`config.mk`:
```
export PLATFORM = sky130hd
export DESIGN_NAME = stark_branch_issuer_flat
export DESIGN_NICKNAME = d
export VERILOG_FILES = /design/src/rtl/stark_branch_issuer_if.sv /design/src/rtl/stark_branch_issuer.sv /design/src/flat_wrapper.sv
export SDC_FILE = /design/constraint.sdc
export NUM_CORES = 1
export LEC_CHECK = 0
export ABC_AREA = 1
export BUFFER_PORTS_ARGS = -buffer_cell sky130_fd_sc_hd__buf_2
export CORE_MARGIN = 5
export CORE_UTILIZATION = 59
export DETAILED_ROUTE_END_ITERATION = 8
export PLACE_DENSITY = 0.85
export SLEW_MARGIN = 20
export SYNTH_ARGS = -nofsm -noshare
export SYNTH_HDL_FRONTEND = slang
export SYNTH_SLANG_ARGS = --single-unit
export TNS_END_PERCENT = 5
```
`constraint.sdc`:
```
create_clock -name clk -period 2.5 [get_ports clk]
set_clock_uncertainty 0.1 [all_clocks]
set_input_delay 0.25 -clock clk [delete_from_list [all_inputs] [get_ports clk]]
set_output_delay 0.25 -clock clk [all_outputs]
set_load 0.02 [all_outputs]
```
`src/rtl/stark_branch_issuer_if.sv`:
```
// Dispatch/wakeup/station-side signal bundle for stark_branch_issuer.
// Latency: n/a (wires only).
// Backpressure: enq_ok_o tells dispatch whether the queue can take another op.
//
// Parameters: DEPTH (queue entries, sizes count_o), NDX_W (ROB index width).
// master: dispatch/rename + station side (drives enq/wake/flush/idle).
// slave : the issuer (drives enq_ok_o, issue, rndx, rndxv, count_o, ovf_o).
interface stark_branch_issuer_if #(
    parameter int DEPTH = 4,
    parameter int NDX_W = 6
);
    logic                     enq_v;
    logic [NDX_W-1:0]         enq_ndx;
    logic                     enq_rdy;
    logic                     wake_v;
    logic [NDX_W-1:0]         wake_ndx;
    logic                     flush_i;
    logic                     bs_idle_i;
    logic                     enq_ok_o;
    logic                     issue;
    logic [NDX_W-1:0]         rndx;
    logic                     rndxv;
    logic [$clog2(DEPTH):0]   count_o;
    logic                     ovf_o;

    modport master (
        output enq_v, enq_ndx, enq_rdy, wake_v, wake_ndx, flush_i, bs_idle_i,
        input  enq_ok_o, issue, rndx, rndxv, count_o, ovf_o
    );

    modport slave (
        input  enq_v, enq_ndx, enq_rdy, wake_v, wake_ndx, flush_i, bs_idle_i,
        output enq_ok_o, issue, rndx, rndxv, count_o, ovf_o
    );
endinterface

```
`src/rtl/stark_branch_issuer.sv`:
```
// In-order branch issue queue feeding the Stark branch reservation station.
// Latency: ready enqueue into an empty queue issues one edge later (same edge with bypass).
// Backpressure: enq_ok_o low when full; refused enqueues set sticky ovf_o. Issue paced by bs_idle_i + holdoff.
//
// Ports: clk, rst (async active-low), bus (stark_branch_issuer_if.slave).
// Optional feature: STARK_BRISSUE_BYPASS_EN -- a ready enqueue into an empty,
// idle queue issues directly without occupying an entry.
module stark_branch_issuer #(
    parameter int DEPTH   = 4,
    parameter int HOLDOFF = 1,
    parameter int NDX_W   = 6
) (
    input  logic                   clk,
    input  logic                   rst,
    stark_branch_issuer_if.slave   bus
);
    localparam int PW = $clog2(DEPTH);
    localparam int CW = PW + 1;
    localparam int HW = (HOLDOFF < 1) ? 1 : $clog2(HOLDOFF + 1);

    typedef logic [NDX_W-1:0] rob_ndx_t;

    logic     ent_vld [DEPTH];
    logic     ent_rdy [DEPTH];
    rob_ndx_t ent_ndx [DEPTH];

    logic [PW-1:0] head_q;
    logic [PW-1:0] tail_q;
    logic [CW-1:0] count_q;
    logic [HW-1:0] hold_q;
    logic          ovf_q;
    logic          issue_q;
    rob_ndx_t      rndx_q;

    logic     full;
    logic     hold_zero;
    logic     eligible;
    logic     bypass;
    logic     do_enq;
    logic     do_iss;
    rob_ndx_t iss_ndx;

    assign full      = (count_q == CW'(DEPTH));
    assign hold_zero = (hold_q == '0);

    // Eligibility uses the registered ready bit: a wakeup lands at one edge
    // and the issue is registered at the following edge.
    assign eligible = ent_vld[head_q] && ent_rdy[head_q] && bus.bs_idle_i
                   && hold_zero && !bus.flush_i;

`ifdef STARK_BRISSUE_BYPASS_EN
    assign bypass = bus.enq_v && bus.enq_rdy && (count_q == '0) && bus.bs_idle_i
                 && hold_zero && !bus.flush_i;
`else
    assign bypass = 1'b0;
`endif

    // A bypassed op never occupies an entry.
    assign do_enq  = bus.enq_v && !full && !bus.flush_i && !bypass;
    assign do_iss  = eligible || bypass;
    assign iss_ndx = bypass ? bus.enq_ndx : ent_ndx[head_q];

    always_ff @(posedge clk or negedge rst) begin
        if (!rst) begin
            for (int i = 0; i < DEPTH; i++) begin
                ent_vld[i] <= 1'b0;
                ent_rdy[i] <= 1'b0;
                ent_ndx[i] <= '0;
            end
            head_q  <= '0;
            tail_q  <= '0;
            count_q <= '0;
            hold_q  <= '0;
            ovf_q   <= 1'b0;
            issue_q <= 1'b0;
            rndx_q  <= '0;
        end else begin
            // Overflow records the attempt, independent of flush.
            if (bus.enq_v && full) begin
                ovf_q <= 1'b1;
            end

            if (bus.flush_i) begin
                for (int i = 0; i < DEPTH; i++) begin
                    ent_vld[i] <= 1'b0;
                end
                head_q  <= '0;
                tail_q  <= '0;
                count_q <= '0;
                hold_q  <= '0;
                issue_q <= 1'b0;
            end else begin
                issue_q <= do_iss;
                if (do_iss) begin
                    rndx_q <= iss_ndx;
                    hold_q <= HW'(HOLDOFF);
                end else if (!hold_zero) begin
                    hold_q <= hold_q - 1'b1;
                end

                if (bus.wake_v) begin
                    for (int i = 0; i < DEPTH; i++) begin
                        if (ent_vld[i] && ent_ndx[i] == bus.wake_ndx) begin
                            ent_rdy[i] <= 1'b1;
                        end
                    end
                end

                // Tail slot is never the issuing head here: enqueue needs
                // not-full, issue needs non-empty, so they differ.
                if (do_enq) begin
                    ent_vld[tail_q] <= 1'b1;
                    ent_rdy[tail_q] <= bus.enq_rdy
                                    || (bus.wake_v && bus.wake_ndx == bus.enq_ndx);
                    ent_ndx[tail_q] <= bus.enq_ndx;
                    tail_q          <= tail_q + 1'b1;
                end

                if (eligible) begin
                    ent_vld[head_q] <= 1'b0;
                    head_q          <= head_q + 1'b1;
                end

                case ({do_enq, eligible})
                    2'b10:   count_q <= count_q + 1'b1;
                    2'b01:   count_q <= count_q - 1'b1;
                    default: count_q <= count_q;
                endcase
            end
        end
    end

    assign bus.enq_ok_o = !full;
    assign bus.issue    = issue_q;
    assign bus.rndxv    = issue_q;
    assign bus.rndx     = rndx_q;
    assign bus.count_o  = count_q;
    assign bus.ovf_o    = ovf_q;
endmodule

```
`src/flat_wrapper.sv`:
```
// flat-port wrapper written by rule: the top's interface ports become plain ports
module stark_branch_issuer_flat 
#(
    parameter int DEPTH   = 4,
    parameter int HOLDOFF = 1,
    parameter int NDX_W   = 6
)
  (clk, rst, bus_enq_v, bus_enq_ndx, bus_enq_rdy, bus_wake_v, bus_wake_ndx, bus_flush_i, bus_bs_idle_i, bus_enq_ok_o, bus_issue, bus_rndx, bus_rndxv, bus_count_o, bus_ovf_o);
  stark_branch_issuer_if #(.DEPTH(DEPTH), .NDX_W(NDX_W)) bus_i ();
  input  logic clk;
  input  logic rst;
  input wire logic [$bits(bus_i.enq_v)-1:0] bus_enq_v;
  input wire logic [$bits(bus_i.enq_ndx)-1:0] bus_enq_ndx;
  input wire logic [$bits(bus_i.enq_rdy)-1:0] bus_enq_rdy;
  input wire logic [$bits(bus_i.wake_v)-1:0] bus_wake_v;
  input wire logic [$bits(bus_i.wake_ndx)-1:0] bus_wake_ndx;
  input wire logic [$bits(bus_i.flush_i)-1:0] bus_flush_i;
  input wire logic [$bits(bus_i.bs_idle_i)-1:0] bus_bs_idle_i;
  output wire logic [$bits(bus_i.enq_ok_o)-1:0] bus_enq_ok_o;
  output wire logic [$bits(bus_i.issue)-1:0] bus_issue;
  output wire logic [$bits(bus_i.rndx)-1:0] bus_rndx;
  output wire logic [$bits(bus_i.rndxv)-1:0] bus_rndxv;
  output wire logic [$bits(bus_i.count_o)-1:0] bus_count_o;
  output wire logic [$bits(bus_i.ovf_o)-1:0] bus_ovf_o;
  assign bus_i.enq_v = bus_enq_v;
  assign bus_i.enq_ndx = bus_enq_ndx;
  assign bus_i.enq_rdy = bus_enq_rdy;
  assign bus_i.wake_v = bus_wake_v;
  assign bus_i.wake_ndx = bus_wake_ndx;
  assign bus_i.flush_i = bus_flush_i;
  assign bus_i.bs_idle_i = bus_bs_idle_i;
  assign bus_enq_ok_o = bus_i.enq_ok_o;
  assign bus_issue = bus_i.issue;
  assign bus_rndx = bus_i.rndx;
  assign bus_rndxv = bus_i.rndxv;
  assign bus_count_o = bus_i.count_o;
  assign bus_ovf_o = bus_i.ovf_o;
  stark_branch_issuer #(.DEPTH(DEPTH), .HOLDOFF(HOLDOFF), .NDX_W(NDX_W)) u_core (.clk(clk), .rst(rst), .bus(bus_i));
endmodule
```
==> results.md <==
- The flow ran to the end, and the final reports show no timing, DRC or antenna violations.
- The standard-cell row count is 25.
- The core footprint is between 4000 and 5000 um^2.
- In the synthesized netlist, the cells that appear most often are sky130_fd_sc_hd__nand2_1, sky130_fd_sc_hd__dfrtp_1, sky130_fd_sc_hd__inv_1, sky130_fd_sc_hd__o21ai_0, sky130_fd_sc_hd__nor2_1.
- The number of global-route vias before repair is between 2,000 and 2,500.
- The die is slightly below 80 um tall.
- The sequential cell area fraction in the yosys report is between 40% and 50%.
- The effective utilization at floorplan is between 60% and 70%.
- The number of port buffers is 31.
- Relative to the synthesized area, the layout overhead comes to 8.88%.
- Summed over all layers, the routed wires come to between 6000 and 7000 um.
- The highest achievable clock rate is about 440 MHz.
- Data on the critical path arrives at its endpoint at roughly 2.4 ns.
- The first detailed-routing pass took 5 iterations.
- The portion of total power attributed to sequential cells is about half.
- Measured against the total synthesized area, the mux share comes to 0%.
- The mean post-synth cell area is between 7 and 8 um^2.
- The final-report hold violation count is 0.
- Power spread over the standard cell area amounts to ~810 nW/um^2.
- The first global-routing pass estimated 11,800 um of wire.
- Among all flip-flop cells after synthesis, the most frequent one is sky130_fd_sc_hd__dfrtp_1.
- The H-tree was split into 2 levels.
- The number of top-level design ports is 32.
- The longest clock path from root to sink contains 2 buffers.
- The die boundary width is about 80 um.
- The detailed-route wire length per cell is around 15 um.
- Summing every instance area after synthesis gives 2850 um^2.
- The peak fanout along the critical path is 14.
- The worst-skew pair later-pin latency is roughly 0.30 ns.
- The final-report max-slew violation count came to 0.
- The critical path start-end classification is flop to flop.
- Cells fill about two thirds of the core in the end.
- The total number of vias is roughly 2,500.
- The slowest stage of the critical path is the sky130_fd_sc_hd__dfrtp_1 cell.
- The clock root buffer is sky130_fd_sc_hd__clkbuf_8.
- The main combinational cell family by area after synthesis is simple AND/OR/NAND/NOR gates.
- Global routing finished with a remaining overflow of 0.
- The final weighted congestion in routability-driven placement is approximately 0.93.
- After synthesis, the netlist uses 35 different library cells.
- Counting the fill cells in the layout gives 409.
- The HPWL after detailed placement is approximately 5000 um.
- The antenna diode instance count is 0.
- Clock tree synthesis found a total of 47 sinks.
- The setup violation total in the final timing report is 0.
- For this block, the initial DRC count from the detailed router was 262.
- The basic-gate share of the synthesized area counting and, or, nand and nor cells is about 30%.
- The number of synthesized flops with an enable pin is 0.
- Headroom to the max-slew limit came out at 71.9%.
- The total number of yosys warnings is 0.
- Max-cap violations in this run came to 0.
- The number of gates resized after CTS was 0.
- The critical path goes through inv_6 -> nand3_2 -> nand3_2 -> nand2_1 -> nor2_4 -> nand2_4 -> inv_1 -> fa_1 -> xnor2_1 -> inv_1 -> nand2_2 -> nand2_1 -> nand3_1 -> nand2_1.
- The min-delay analysis places its worst path in the category input pin to flop.
- Summing the areas of all compound-gate instances in the mapped netlist gives a little over an eighth of the synthesized area.
- The finished cells cover 3100 um^2.
- The worst ir drop on vdd is about 460 uV.
- Yosys attributes the largest share of cell area to sky130_fd_sc_hd__dfrtp_1, sky130_fd_sc_hd__nand2_1, sky130_fd_sc_hd__o21ai_0.
- Clock-pin slew was measured on the worst setup and hold paths at ~0.08 ns.
- The net count after synthesis is about 390.
- The transition time at the pin with the least slew margin is ~0.42 ns.
- The most common cell type on the critical path is sky130_fd_sc_hd__nand2_1.
- The most frequent cell after synthesis is sky130_fd_sc_hd__nand2_1.
- The sort of element at the start of the critical path is a flop.
- The number of clock buffers added by TritonCTS is 5.
- The number of nets with antenna violations after detailed routing is 0.
- The share of total power dissipated in combinational logic is roughly 33%.
- TritonCTS built the clock tree.
- In the final layout, the share of cells above drive strength 1 is between 15 and 20%.
- Dividing the detail-routed via count by the number of cells gives about 5.7.
- The minimum clock period after layout is between 2 and 2.5 ns.
- The worst path uses roughly nine tenths of the clock period.
- After Yosys synthesis, full adders, half adders and majority gates account for about 4.2% of the synthesized area.
- Of the total power, the clock network draws between 10% and 20%.
- The maximum single-stage delay on the critical path is 0.59 ns.
- For this run, asynchronously set or reset flops after synthesis account for 100%.
- After detailed placement, the total cell area comes to 3000 um^2.
- Net switching is between 30 and 40% of the power.
- The die outline area is ~6300 um^2.
- The critical path endpoint category is a flop.
- The required time at the worst-slack endpoint is roughly 2.6 ns.
- Entering global routing, the biggest net connects 20 pins.
- At the end of the flow, the number of nets in the layout was approximately 420.
- For this design the static power due to leakage is roughly 0.0016 uW.
- Synthesis inferred 47 register bits.
- The portion of synthesized cell area occupied by the leading cell type is about two fifths.
- The power dissipated by switching net loads is 995 uW.
- The internal power is roughly 1500 uW.
- The cell count after synthesis is 359.
- The synthesized netlist devotes ~1.8% of its cell area to XOR and XNOR gates.
- Summed over all instances, the cell type with the most area after synthesis is sky130_fd_sc_hd__dfrtp_1.
- The global router's overall resource usage is a little under a quarter.
- After detailed routing, the number of remaining DRC violations is 0.
- The number of antenna violations at the first check in global routing came to 0.
- The aggregate negative setup slack is 0 ns.
- Setup repair after global routing left no endpoint under its margin.
-- registers in the layout (all words and copies together), names as in the netlist --
register / cells
u_core.head_q: 2
u_core.ent_ndx: 24
u_core.hold_q: 1
u_core.bus.count_o: 3
u_core.tail_q: 2
u_core.bus.rndx: 6
u_core.bus.ovf_o: 1
u_core.ent_vld: 4
u_core.ent_rdy: 4
-- path summary, 6_finish.rpt --
path                                  start                     to  slack, ns  depth (start not counted)
hold reg to reg            u_core.bus.ovf_o       u_core.bus.ovf_o       0.38                          1
setup reg to reg           u_core.head_q[0]  u_core.bus.count_o[2]       0.21                         14
hold / removal                    bus_enq_v       u_core.bus.ovf_o       0.12                          3
max in group asynchronous               rst       u_core.head_q[1]       1.48                          3
min in group asynchronous               rst      u_core.ent_ndx[3]       0.27                          2
setup / recovery           u_core.head_q[0]  u_core.bus.count_o[2]       0.21                         14
-- critical path: cells and delay by family (launching register included) --
family / cells / cell delay [ns]
flip-flops: 1 / 0.59
buffers and inverters: 3 / 0.25
XOR/XNOR: 1 / 0.18
AND/OR/NAND/NOR: 9 / 0.68
adder cells (fa/ha/maj): 1 / 0.38
-- metrics by stage --
step           power, uW  hold WS (ns)  cells  worst slack, ns
6_report            2520         0.117    444            0.211
5_1_grt             2700         0.121    444           0.0641
4_1_cts             2520         0.114    444            0.229
3_5_place_dp        2050        0.0649    436            0.252
3_3_place_gp        2020        0.0616    436            0.342
2_1_floorplan       1770        -0.146    359            0.363
-- final cells by class --
class | count | area (um^2) | share of cell area, %
multi-input cells | 256 | 1400 | 45.2
flip-flops and latches | 47 | 1180 | 38.0
repair buffers | 36 | 195 | 6.30
inverters | 44 | 173 | 5.57
clock buffers | 6 | 82.6 | 2.67
well taps | 54 | 67.6 | 2.18
clock inverters | 1 | 5.00 | 0.162
-- power by group through the flow --
| stage | clock network (uW) | registers [uW] | logic, uW |
|---|---|---|---|
| CTS | 471 | 1220 | 822 |
| global placement | 0 | 1230 | 787 |
| finish | 467 | 1230 | 823 |
| detailed placement | 0 | 1240 | 815 |
| floorplan | 0 | 1260 | 515 |
| global route | 511 | 1260 | 927 |
-- cell families after synthesis --
logic type | count (synthesis)
AO/OA/AOI/OAI | 68
adder cells (fa/ha/maj) | 9
buffers and inverters | 56
XOR/XNOR | 6
flip-flops | 47
AND/OR/NAND/NOR | 173
-- layer usage --
layer | track usage, % | routed length [um] | vias to the layer above
met1 | 33.3 | 2990 | 1173
li1 | - | - | 1217
met4 | 9.79 | 192 | 0
met5 | 0 | 0 | -
met2 | 36.5 | 3080 | 116
met3 | 4.97 | 535 | 21
-- what timing repair did --
action                                 CTS  global route
buffers inserted                         0             0
hold buffers                             1             0
endpoints found under the hold margin   13             0
-- cells in the final DEF, fill, tap and decap left out --
cell type                        n
sky130_fd_sc_hd__nand2_1        99
sky130_fd_sc_hd__clkbuf_8        6
sky130_fd_sc_hd__o21ai_0        41
sky130_fd_sc_hd__xnor2_1         1
sky130_fd_sc_hd__nor3_1          3
sky130_fd_sc_hd__dfrtp_1        47
sky130_fd_sc_hd__nand3_1        20
sky130_fd_sc_hd__inv_1          41
sky130_fd_sc_hd__nor2_1         21
sky130_fd_sc_hd__o211ai_1        4
sky130_fd_sc_hd__a22oi_2         1
sky130_fd_sc_hd__nand3_2         7
sky130_fd_sc_hd__clkinv_2        1
sky130_fd_sc_hd__or2_2           3
sky130_fd_sc_hd__nand4_1         4
sky130_fd_sc_hd__a21oi_1         9
sky130_fd_sc_hd__buf_2          31
sky130_fd_sc_hd__nand2_4         6
sky130_fd_sc_hd__inv_4           1
sky130_fd_sc_hd__dlygate4sd3_1   1
sky130_fd_sc_hd__a31oi_1         6
sky130_fd_sc_hd__nand3b_1        3
sky130_fd_sc_hd__a22oi_1         3
sky130_fd_sc_hd__fa_1            1
sky130_fd_sc_hd__buf_4           4
sky130_fd_sc_hd__inv_2           1
sky130_fd_sc_hd__xor2_1          5
sky130_fd_sc_hd__nand3_4         1
sky130_fd_sc_hd__inv_6           1
sky130_fd_sc_hd__o21bai_1        1
sky130_fd_sc_hd__ha_1            8
sky130_fd_sc_hd__nor2_4          2
sky130_fd_sc_hd__o21ai_1         1
sky130_fd_sc_hd__o22ai_1         2
sky130_fd_sc_hd__nor2_8          1
sky130_fd_sc_hd__nand2_2         3
No activity file was read; power rests on OpenSTA's default activity.
